File: src/rtl/spm_op_driver.sv
// ---------------------------------------------------------------------------
// spm_op_driver
//
// Operand-side driver and product collector for the spm serial-parallel
// multiplier. A signed operand pair is taken on the in_* handshake. The
// multiplicand is then held on spm_x while the multiplier is streamed
// LSB-first, sign-extended to 2N bits, on spm_y. The serial product coming
// back on spm_p is deserialized into a 2N-bit signed result, which is
// returned on the out_* handshake.
//
// Parameters:
//   N    operand width; must match the attached spm instance.
//   LAT  cycles from a bit on spm_y to the matching bit on spm_p (0..4).
//
// Ports:
//   clk, rst             clock (rising edge), asynchronous active-high reset
//   in_valid/in_ready    operand handshake; in_x, in_y signed N-bit operands
//   out_valid/out_ready  product handshake; out_p signed 2N-bit product
//   spm_rst              clear to spm (high during rst and the CLR state)
//   spm_x                parallel multiplicand to spm
//   spm_y                serial multiplier bit to spm
//   spm_p                serial product bit from spm
//
// Optional build macro SPM_OP_DRIVER_STATS_EN adds:
//   op_count [15:0]      completed output handshakes, wraps at 0xFFFF
//   busy                 high whenever the FSM is not in IDLE
// ---------------------------------------------------------------------------
module spm_op_driver #(
    parameter int N   = 32,
    parameter int LAT = 1
) (
    input  logic                  clk,
    input  logic                  rst,
    input  logic                  in_valid,
    output logic                  in_ready,
    input  logic signed [N-1:0]   in_x,
    input  logic signed [N-1:0]   in_y,
    output logic                  out_valid,
    input  logic                  out_ready,
    output logic signed [2*N-1:0] out_p,
    output logic                  spm_rst,
    output logic signed [N-1:0]   spm_x,
    output logic                  spm_y,
    input  logic                  spm_p
`ifdef SPM_OP_DRIVER_STATS_EN
    ,
    output logic [15:0]           op_count,
    output logic                  busy
`endif
);

    // SHIFT and DRAIN share one cycle index k = 0 .. 2N+LAT-1.
    localparam int TOT = 2 * N + LAT;
    localparam int CW  = $clog2(TOT + 1);

    localparam logic [CW-1:0] LAT_C       = CW'(LAT);
    localparam logic [CW-1:0] SHIFT_END_C = CW'(2 * N - 1);
    localparam logic [CW-1:0] LAST_C      = CW'(TOT - 1);

    typedef enum logic [2:0] {
        IDLE,
        CLR,
        SHIFT,
        DRAIN,
        DONE
    } state_t;

    state_t                 state_q, state_d;
    logic [CW-1:0]          cnt_q, cnt_d;
    logic signed [N-1:0]    xreg_q, xreg_d;
    logic signed [N-1:0]    yreg_q, yreg_d;
    logic signed [2*N-1:0]  preg_q, preg_d;

    always_ff @(posedge clk or posedge rst) begin
        if (rst) begin
            state_q <= IDLE;
            cnt_q   <= '0;
            xreg_q  <= '0;
            yreg_q  <= '0;
            preg_q  <= '0;
        end else begin
            state_q <= state_d;
            cnt_q   <= cnt_d;
            xreg_q  <= xreg_d;
            yreg_q  <= yreg_d;
            preg_q  <= preg_d;
        end
    end

    always_comb begin
        state_d = state_q;
        cnt_d   = cnt_q;
        xreg_d  = xreg_q;
        yreg_d  = yreg_q;
        preg_d  = preg_q;
        spm_y   = 1'b0;

        case (state_q)
            IDLE: begin
                if (in_valid) begin
                    xreg_d  = in_x;
                    yreg_d  = in_y;
                    preg_d  = '0;
                    state_d = CLR;
                end
            end
            CLR: begin
                cnt_d   = '0;
                state_d = SHIFT;
            end
            SHIFT, DRAIN: begin
                // The multiplier register shifts right arithmetically, so
                // bit 0 walks through y LSB-first and then repeats the sign
                // bit for the upper N positions and all of DRAIN.
                spm_y  = yreg_q[0];
                yreg_d = yreg_q >>> 1;
                // The first LAT cycles of spm_p are pipeline fill, not
                // product bits.
                if (cnt_q >= LAT_C) begin
                    preg_d = {spm_p, preg_q[2*N-1:1]};
                end
                cnt_d = cnt_q + CW'(1);
                // LAST is tested first so that LAT=0 skips DRAIN entirely.
                if (cnt_q == LAST_C) begin
                    state_d = DONE;
                end else if (cnt_q == SHIFT_END_C) begin
                    state_d = DRAIN;
                end
            end
            DONE: begin
                if (out_ready) begin
                    state_d = IDLE;
                end
            end
            default: state_d = IDLE;
        endcase
    end

    assign in_ready  = ~rst & (state_q == IDLE);
    assign out_valid = (state_q == DONE);
    assign out_p     = preg_q;
    assign spm_x     = xreg_q;
    assign spm_rst   = rst | (state_q == CLR);

`ifdef SPM_OP_DRIVER_STATS_EN
    logic [15:0] op_count_q, op_count_d;

    always_ff @(posedge clk or posedge rst) begin
        if (rst) begin
            op_count_q <= '0;
        end else begin
            op_count_q <= op_count_d;
        end
    end

    always_comb begin
        op_count_d = op_count_q;
        if (out_valid && out_ready) begin
            op_count_d = op_count_q + 16'd1;
        end
    end

    assign op_count = op_count_q;
    assign busy     = (state_q != IDLE);
`endif

endmodule

File: config.mk
export PLATFORM = sky130hd
export DESIGN_NAME = spm_op_driver
export DESIGN_NICKNAME = d
export VERILOG_FILES = /design/src/rtl/spm_op_driver.sv
export SDC_FILE = /design/constraint.sdc
export NUM_CORES = 1
export LEC_CHECK = 0
export ABC_AREA = 1
export CORE_ASPECT_RATIO = 1.2
export CORE_MARGIN = 5
export CORE_UTILIZATION = 48
export CTS_BUF_LIST = sky130_fd_sc_hd__clkbuf_16
export DETAILED_ROUTE_END_ITERATION = 8
export PLACE_DENSITY = 0.89
export SYNTH_ARGS = -nofsm -noshare
export SYNTH_HDL_FRONTEND = slang
export SYNTH_SLANG_ARGS = --single-unit
File: constraint.sdc
create_clock -name clk -period 6.1 [get_ports clk]
set_clock_uncertainty 0.15 [all_clocks]
set_input_delay 1.22 -clock clk [delete_from_list [all_inputs] [get_ports clk]]
set_output_delay 1.22 -clock clk [all_outputs]
set_load 0.02 [all_outputs]
== Yosys cells after proc, flatten, opt, wreduce, memory -nomap -nowiden ==
Index checks and enable logic that the tools add are counted.
Storage, ports and cells
  memories: 0
  word-level logic and storage cells: 43
  bits in latches: 0
  bits in writable memories: 0
  ROM bits: 0
  output and inout bits: 100
  register bits: 138
Operators by class
  multipliers: 0
  mux-type cells: 12
  reductions and logical operators: 9
  div/mod/pow operators: 0
  $add $sub $neg: 1
  bitwise operators: 4
  eq/ne operators: 10
  shift-type cells: 0
  $lt $le $gt $ge: 1
Operator list (number)
  64-bit two-way mux: 2
  64-bit one-hot mux with 2 select lines: 1
  32-bit one-hot mux with 2 select lines: 1
  32-bit two-way mux: 1
  7-bit one-hot mux with 2 select lines: 1
  3-bit two-way mux: 4
  3-bit one-hot mux with 4 select lines: 1
  3-bit AND reduction: 3
  7-bit by 1-bit adder with 7-bit output, second input constant: 1
  7-bit by 6-bit equality test with 1-bit output, second input constant: 1
  7-bit equality test, second input constant: 1
  7-bit by 1-bit >= comparator with 1-bit output, second input constant: 1
  3-bit by 2-bit equality test with 1-bit output, second input constant: 2
  2-bit inequality test, second input constant: 2
  2-bit AND reduction: 2
  2-bit nonzero test: 2
  3-bit by 1-bit equality test with 1-bit output, second input constant: 1
  3-bit equality test, second input constant: 1
  3-bit zero test: 1
  3-bit inequality test, second input constant: 1
  2-bit by 1-bit inequality test with 1-bit output, second input constant: 1
  1-bit NOT: 2
  2-bit OR reduction: 1
  1-bit AND: 1
  2 further kinds: 2

== Logic depth before layout (Yosys ltp) ==
  depth in word-level cells: 4
  gate-level depth with buffers: 9
  mapped depth without buffers: 9

== Worst setup path before layout ==
Ideal clock, no wire load.
  kind: input to output
  from: input rst
  to: output spm_rst
  required time: 4.730 ns
  slack: -0.051 ns
  cell stages on the path: 2
  data arrival time: 4.781 ns
  path buffers: 0
  cells stage by stage: inv_1 nand2_1
Between the ends
  word-level cells in the longest chain between the ends: 1
Ends and longest elaborated chain
  from (decl): RTL line 33  | input logic rst,
  1-bit OR: RTL line 143  | assign spm_rst = rst | (state_q == CLR);
  to (decl): RTL line 41  | output logic spm_rst,
No other way between the ends.

== Worst setup path in the final report ==
Same ends and word-level chain as after synthesis.

==> impl_metrics.yaml <==
worst_setup_path:
  end_kind: "primary output"
  slowest_delay_ns: 0.59
  reg2reg_to: "out_p[22]"
  cp_num_buf_inv: 3
  crit_chain: "clkdlybuf4s50_1 > clkinvlp_4 > nand2_1 > clkdlybuf4s50_1"
  ff2ff_setup_slack_ns: 3.11
  cp_max_fo: 2
  cpMostUsedCell: "clkdlybuf4s50_1"
  start_kind: "input pin"
  ff2ff_path_depth: 6
  cp_data_required_time_ns: 4.73
  cp.arrival_ns: 2.52
  path_class: "input pin to primary output"
  r2r_start: "state_q[1]"
  cp_top_family: "buffers and inverters"
  cp_slowest_cell: "clkdlybuf4s50_1"
yosys:
  synth_edf_count: 0
  synthAdderAreaFrac_pct: 0.644
  synthXorXnorAreaFrac_pct: 0.150
  yosysSeqAreaShare_pct: 59.2
  synth_compound_area_share_pct: 1.07
  synth_top_family_by_area: "simple AND/OR/NAND/NOR gates"
  synth_top_area_share_pct: 59.2
  yosys_warnings: 0
  syn_nets: 747
  yosys.area_share.simple_pct: 34.2
  ys_ff_latch: 138
  synth.avg_cell_area_um2: 8.64
  ys_top_cells_by_area: "dfrtp_1, nand2_1, nand3_1"
  syn_area_um2: 5830
  ys.flop_type: "dfrtp_1"
  synth.area.mux_share_pct: 0
  synth_largest_area_cell: "dfrtp_1"
  ys_types: 22
  syn_inst: 675
  synth-async-reset-ratio_pct: 100
timing:
  final_max_slew_viol_count: 0
  period_share_pct: 63.8
  setup_viol: 0
  period_minus_slack_ns: 3.89
  rsz0062_at_grt: "no"
  final_hold_viol_count: 0
  setup_tns_ns: 0
  tightest_slew_ns: 1.12
  fmax_mhz: 257
  holdWs_ns: 0.326
  slew_headroom_pct: 24.9
cts:
  cts_tree: "yes"
  cts-resized-gates: 0
  cts_max_path_buffers: 2
  cts.clk_slew.worst_paths_ns: 0.06
  htree_num_levels: 4
  clockRootBuffer: "clkbuf_16"
  clkLatencyLatePin_ns: 0.40
  hold_buffers: 0
  cts_buffers: 17
  postCtsSetupBuffers: 0
  cts_sinks: 138
placed_design:
  io_buffer_count: 168
  dpl.cell_count: 966
  gp_congestion: 0.778
  dpl.hpwl_um: 9410
drt:
  totalWireLength_um: 14300
  postRouteAntennaNets: 0
  drc: 0
  avgViaCountPerCell: 5.14
  wl_per_cell_um: 14.3
  drt_iter0_drc: 257
  via_count: 5134
  first_pass_iters: 5
die:
  dieHeight_um: 131
  die-area_um2: 14500
  die_x_um: 111
  ioPinCount: 169
  core_area_um2: 12000
  initial_core_util_pct: 48.6
  fp-row-count: 44
global_routing:
  grt_max_degree: 104
  gr-total-overflow: 0
  grt_pass1_vias: 4917
  antenna_found_initial: 0
  grt_pass1_wl_um: 23800
  grt_usage_pct: 19.9
layout:
  area_delta_synth_final_pct: 39.6
  layout-drive-gt1-share_pct: 5.50
  instances_no_fill: 998
  multi_input_area_um2: 2100
  antennaDiodeCount: 0
  regArea_um2: 3450
  fillerInstances: 973
  nets: 896
job:
  maxCapViolCount: 0
min_path:
  whs_path_depth: 2
  min_to: "spm_x[19]"
  hp-class: "flip-flop to flip-flop"
  min_from: "spm_x[19]"
pwr:
  total_power_mw: 4.54
  pwr_density_cell_nw_per_um2: 558
  power.leakage_nw: 4.00
  vdd_drop_max_mv: 0.284
run_status:
  status: "complete, no violations"
## sequential cells by signal (all words and copies together), names as in the netlist
signal and flops:
out_p 64, spm_x 32, state_q 3, cnt_q 7, yreg_q 32
## worst max-delay path by stage
stage | from | endpoint | slack, ns | depth (start not counted)
after floorplan | rst | spm_rst | 0.94 | 2
after global placement | rst | spm_rst | 2.22 | 4
after detailed placement | rst | spm_rst | 2.21 | 4
after CTS | rst | spm_rst | 2.20 | 4
after global routing | rst | spm_rst | 2.15 | 4
final | rst | spm_rst | 2.21 | 4
## metrics by stage
stage / setup slack, ns / cell area, um2 / utilization (%)
2_1_floorplan: 0.939 / 5830 / -
3_3_place_gp: 2.22 / 7540 / 62.8
3_5_place_dp: 2.21 / 7540 / 62.8
4_1_cts: 2.20 / 8140 / 67.8
5_1_grt: 2.15 / 8140 / 67.8
6_report: 2.21 / 8140 / 67.8
## Yosys cell counts, types with 2 or more instances
cell type / number
inv_2: 5
nand3_1: 165
clkbuf_1: 7
nor2_4: 2
ha_1: 3
o21ai_0: 8
buf_4: 5
nor2_1: 11
dfrtp_1: 138
nand2_1: 279
nand3b_1: 2
nand4_1: 2
inv_1: 10
buf_2: 30
## cell type report
cell class | instances | area share, %
Sequential cell | 138 | 42.4
Tap cell | 161 | 2.48
Timing Repair Buffer | 173 | 21.1
Multi-Input combinational cell | 479 | 25.8
Clock buffer | 17 | 5.23
Clock inverter | 15 | 2.18
Inverter | 15 | 0.738
## cells in the final DEF (no fill, tap or decap), drive strengths merged
cell / netlist / final
clkinv: 0 / 6
inv: 15 / 16
nor3: 1 / 1
nand3: 166 / 166
o21ai: 8 / 8
clkbuf: 7 / 17
a22oi: 1 / 1
clkdlybuf4s50: 0 / 168
o21bai: 1 / 1
dfrtp: 138 / 138
nand3b: 2 / 2
o211ai: 1 / 1
bufinv: 0 / 3
buf: 36 / 5
clkinvlp: 0 / 5
ha: 3 / 3
nand4: 2 / 2
xnor2: 1 / 1
nand2: 280 / 280
nor2: 13 / 13
## cells by family (layout without fill, tap and decap cells)
logic type	after synthesis	count (layout)
and+or+nand+nor	464	464
DFF	138	138
buffers and inverters	58	220
AOI/OAI and AO/OA	11	11
adders and majority gates	3	3
xor gates and xnor gates	1	1
## power by group
part	switching [mW]	leakage (nW)	internal [mW]
Sequential	0.281	1.79	1.31
Combinational	1.12	1.93	0.801
Clock	0.387	0.287	0.643
Total	1.79	4.00	2.76
## worst min-delay path, cell delays in order, from the launching register on
cell	delay [ns]
dfrtp_1	0.34
nand2_1	0.05
nand2_1	0.05
## layer usage
layer	part of all wire (%)	GRT usage, %	vias to the layer above
met5	0	0	-
met4	0.55	5.36	0
met3	6.8	6.26	10
met2	50	32.8	177
met1	42	25.8	2459
li1	-	-	2488
(Power assumes the default switching activity.)
==> variant 1: new RTL, same settings <==
Encoding of `state_t`: now one-hot (5 bits for 5 states).
--- a/src/rtl/spm_op_driver.sv
+++ b/src/rtl/spm_op_driver.sv
@@ -58,10 +58,10 @@
     localparam logic [CW-1:0] LAST_C      = CW'(TOT - 1);
 
-    typedef enum logic [2:0] {
-        IDLE,
-        CLR,
-        SHIFT,
-        DRAIN,
-        DONE
+    typedef enum logic [4:0] {
+        IDLE  = 5'b00001,
+        CLR   = 5'b00010,
+        SHIFT = 5'b00100,
+        DRAIN = 5'b01000,
+        DONE  = 5'b10000
     } state_t;
 
Behaviour: no difference found for any inputs over 10 cycles, from zero or initial values and one cycle with rst high; not proved beyond that.
==> variant 1 against the unedited design <==
  * Sequential cell count is 2 higher
  * Register-to-register slack worse by 0.23 ns
  * Final area is 4.0% higher
  * Largest power group is now sequential cells
  * Worst setup slack worse by 0.10 ns
  * Critical endpoint unchanged
  * Total power is 24% lower
  * Wire length is 2.5% higher
  * Global-route usage is 0.42 points lower
  * Area after synthesis is 5.9% higher
==> variant 1: results (changes against the unedited design) <==
- Ys flop type: dfrtp_1
- Leakage: 4.35 nW (+8.8%)
- Share of cells above drive strength 1: 4.79% (-0.71 points)
- WL/cell: 13.5 um (-5.5%)
- Vias after detailed routing: 5,300 (+3.2%)
- N_diodes: 0 (unchanged)
- Placement Cell Area: 7870 um2 (+4.5%)
- Final nets: 979 (+9.3%)
- Ranking of synthesized cells by area: dfrtp_1 (56%), nand2_1 (19%), nand3_1 (8.4%)
- Post-DP HPWL: 9720 um (+3.2%)
- Status: finished clean
- Number of global-route vias before repair: 5,057 (+2.8%)
- Slew margin rel.: 23.8% (-1.1 points)
- Syn Inst Count: 755 (+12%)
- Register area share after synthesis: 56.8% (-2.5 points)
- Synth unique cells: 24 (+9.1%)
- Clock transition at the registers of the reported paths: 0.06 ns (about the same)
- Worst reg2reg setup slack: 2.88 ns (-0.23 ns)
- Routed vias/inst: 4.89 (-4.9%)
- Commonest cells in the netlist: nand2_1 (318), dfrtp_1 (139), nand3_1 (104)
- Length of the first detailed-routing pass in iterations: 6 (+1)
- VDD IR max: 0.000279 V (-1.6%)
- Placed cells: 1,052 (+8.9%)
- Syn Nets: 827 (+11%)
- Final GP Congestion: 0.748 (-3.9%)
- First-pass GRT wire length: 24,300 um (+2.4%)
- Iter 0 DRT Violations: 400 (+56%)
- Largest net degree at the start of global routing: 141 (+36%)
- Data arrival, critical path: 2.62 ns (+0.10 ns)
- Switching portion of total power: 36.4% (-2.9 points)
- Tot GR Track Use: 19.5% (-0.42 points)
-- variant 1: stage by stage --
stage | setup slack, ns | power (mW) | util, % | hold WS, ns
4_1_cts | 2.10 | 3.50 | 67.1 | 0.330
5_1_grt | 2.03 | 3.69 | 67.1 | 0.343
6_report | 2.11 | 3.46 | 67.1 | 0.324
2_1_floorplan | 0.907 | 2.08 | - | 0.332
3_3_place_gp | 2.03 | 2.42 | 62.4 | 0.311
3_5_place_dp | 1.96 | 2.45 | 62.4 | 0.314
-- variant 1: cells by family (layout without fill, tap and decap cells) --
| logic type | count (synthesis) | count (layout) | synth area share [%] |
|---|---|---|---|
| and+or+nand+nor | 446 | 446 | 30.2 |
| adders and majority gates | 3 | 3 | 0.608 |
| AOI/OAI and AO/OA | 44 | 44 | 3.59 |
| DFF | 140 | 140 | 56.8 |
| buffers and inverters | 122 | 286 | 8.86 |
-- variant 1: worst max-delay path: stages --
cell             delay (ns)
clkdlybuf4s50_1        0.53
clkinvlp_4             0.14
nand2_1                0.09
clkdlybuf4s50_1        0.64
-- variant 1: path summary, 6_finish.rpt --
check,from,endpoint,depth (start not counted)
setup / recovery,rst,spm_rst,4
hold / removal,spm_x[24],spm_x[24],2
setup reg to reg,state_q[2],out_p[17],6
hold reg to reg,spm_x[24],spm_x[24],2
max in group asynchronous,rst,out_p[2],3
min in group asynchronous,rst,spm_x[2],3
-- variant 1: layout make-up --
| class | count | area, um2 |
|---|---|---|
| fillers | 1036 | 4140 |
| flip-flops and latches | 140 | 3500 |
| multi-input cells | 493 | 2130 |
| repair buffers | 171 | 1720 |
| clock buffers | 17 | 425 |
| inverters | 84 | 319 |
| well taps | 164 | 205 |
| clock inverters | 14 | 169 |
-- variant 1: per-layer routing --
metal / vias up / global-route usage [%] / part of all wire, %
met5: - / 0 / 0
met4: 0 / 8.15 / 2.9
met3: 37 / 4.42 / 4.7
met2: 144 / 31.5 / 50
met1: 2481 / 25.2 / 42
li1: 2638 / - / -
-- variant 1: power groups by stage --
stage	clock [mW]	combinational [mW]	sequential (mW)
finish	1.03	1.18	1.25
global route	1.09	1.32	1.28
CTS	1.05	1.20	1.25
detailed placement	0	1.19	1.27
global placement	0	1.17	1.26
floorplan	0	0.703	1.38
==> variant 2: new RTL, same settings <==
Without the edit above. `LAT`: 1 -> 2. Comments in the files are not updated.
--- a/src/rtl/spm_op_driver.sv
+++ b/src/rtl/spm_op_driver.sv
@@ -28,5 +28,5 @@
 module spm_op_driver #(
     parameter int N   = 32,
-    parameter int LAT = 1
+    parameter int LAT = 2
 ) (
     input  logic                  clk,
Check against the original RTL: not equivalent (Yosys sat finds a counterexample within 10 cycles, from zero or initial values and one cycle with rst high).
==> variant 2 against the unedited design <==
  * Total power fell by 3.6%
  * Non-clock buffer count did not move
  * Wire length fell by 0.82%
  * Worst setup slack improved by 0.011 ns
  * Area after synthesis fell by 0.49%
  * Hold slack got worse by 0.00063 ns
  * Register-to-register slack barely moved
  * Core utilization fell by 0.56 points
  * Via count fell by 0.84%
  * Maximum frequency rose by 0.29%
  * Final area fell by 0.83%
  * Sequential cell count did not move
  * Critical path type unchanged
==> variant 2: results (changes against the unedited design) <==
- Met1 wire length: 5820 um (-3.7%)
- Tot GR Track Use: 20.0% (+0.14 points)
- Number of fill cells: 1,006 (+3.4%)
- Final nets: 892 (-0.45%)
- First-pass GRT wire length: 23,000 um (-3.3%)
- Setup WS pre-CTS: 2.22 ns (+0.0141 ns)
- Number of global-route vias before repair: 4,884 (-0.67%)
- Worst slew pin tran: 1.12 ns (-0.00177 ns)
- Routed vias/inst: 5.12 (-0.44%)
- Commonest cells in the netlist: nand2_1 (279), nand3_1 (164), dfrtp_1 (138)
- Period minus WS final: 3.88 ns (-0.0113 ns)
- Met2 Use GR: 33.3% (+0.50 points)
- R2r endpoint: out_p[16]
- Syn Nets: 744 (-0.40%)
- Length of the first detailed-routing pass in iterations: 4 (-1)
- Leakage: 3.98 nW (-0.65%)
- Iter 0 DRT Violations: 272 (+5.8%)
- Synth unique cells: 25 (+14%)
- Net Sw Power: 1.76 mW (-1.4%)
- Worst Hold Path EP: spm_x[15]
- Met3 WL: 1040 um (+7.5%)
- Hold_sp: spm_x[15]
- Syn Inst Count: 672 (-0.44%)
- Met2 wire len: 7090 um (-1.5%)
- Data arrival, critical path: 2.51 ns (about the same)
- Internal: 2.62 mW (-4.9%)
- Clk. pwr: 952 uW (-8%)
- Vias after detailed routing: 5,091 (-0.84%)
- Logic power comb: 1.87 mW (-3%)
- Worst-case reg-to-reg path depth: 6 (unchanged)
- WL/cell: 14.3 um (-0.42%)
- Setup crit start: rst
- Status: finished clean
- Hold slack: 0.326 ns (-0.000635 ns)
- Worst reg2reg setup slack: 3.12 ns (about the same)
- Post-DP HPWL: 9240 um (-1.9%)
- Met1 track utilization from global routing: 25.0% (-0.79 points)
- Ranking of synthesized cells by area: dfrtp_1 (60%), nand2_1 (18%), nand3_1 (14%)
- VDD IR max: 0.000266 V (-6.3%)
- Clock transition at the registers of the reported paths: 0.06 ns (about the same)
- GR met3 Demand/Resource: 6.93% (+0.66 points)
- Final GP Congestion: 0.781 (+0.39%)
- Largest net degree at the start of global routing: 103 (-0.96%)
- Register area share after synthesis: 59.5% (+0.29 points)
variant 2: changes by cell type after synthesis, moves of 2 or more:
cell and delta:
clkbuf_1 -2, o21ai_1 +2, a21oi_1 +2, o22ai_1 +2, o21ai_0 -4, buf_4 -2, buf_2 +4
variant 2: cell type report:
type | count | area [um2] | share of cell area (%)
Multi-Input combinational cell | 477 | 2090 | 25.9
Clock buffer | 17 | 425 | 5.27
Timing Repair Buffer | 173 | 1720 | 21.3
Inverter | 13 | 52.6 | 0.651
Tap cell | 161 | 201 | 2.50
Sequential cell | 138 | 3450 | 42.8
Clock inverter | 15 | 128 | 1.58
variant 2: cell families (layout without fill, tap and decap cells):
family / Yosys count / in the layout / share of synthesized area, %
xor gates and xnor gates: 1 / 1 / 0.151
buffers and inverters: 57 / 218 / 4.62
DFF: 138 / 138 / 59.5
adders and majority gates: 3 / 3 / 0.647
and+or+nand+nor: 461 / 461 / 33.9
AOI/OAI and AO/OA: 12 / 12 / 1.16
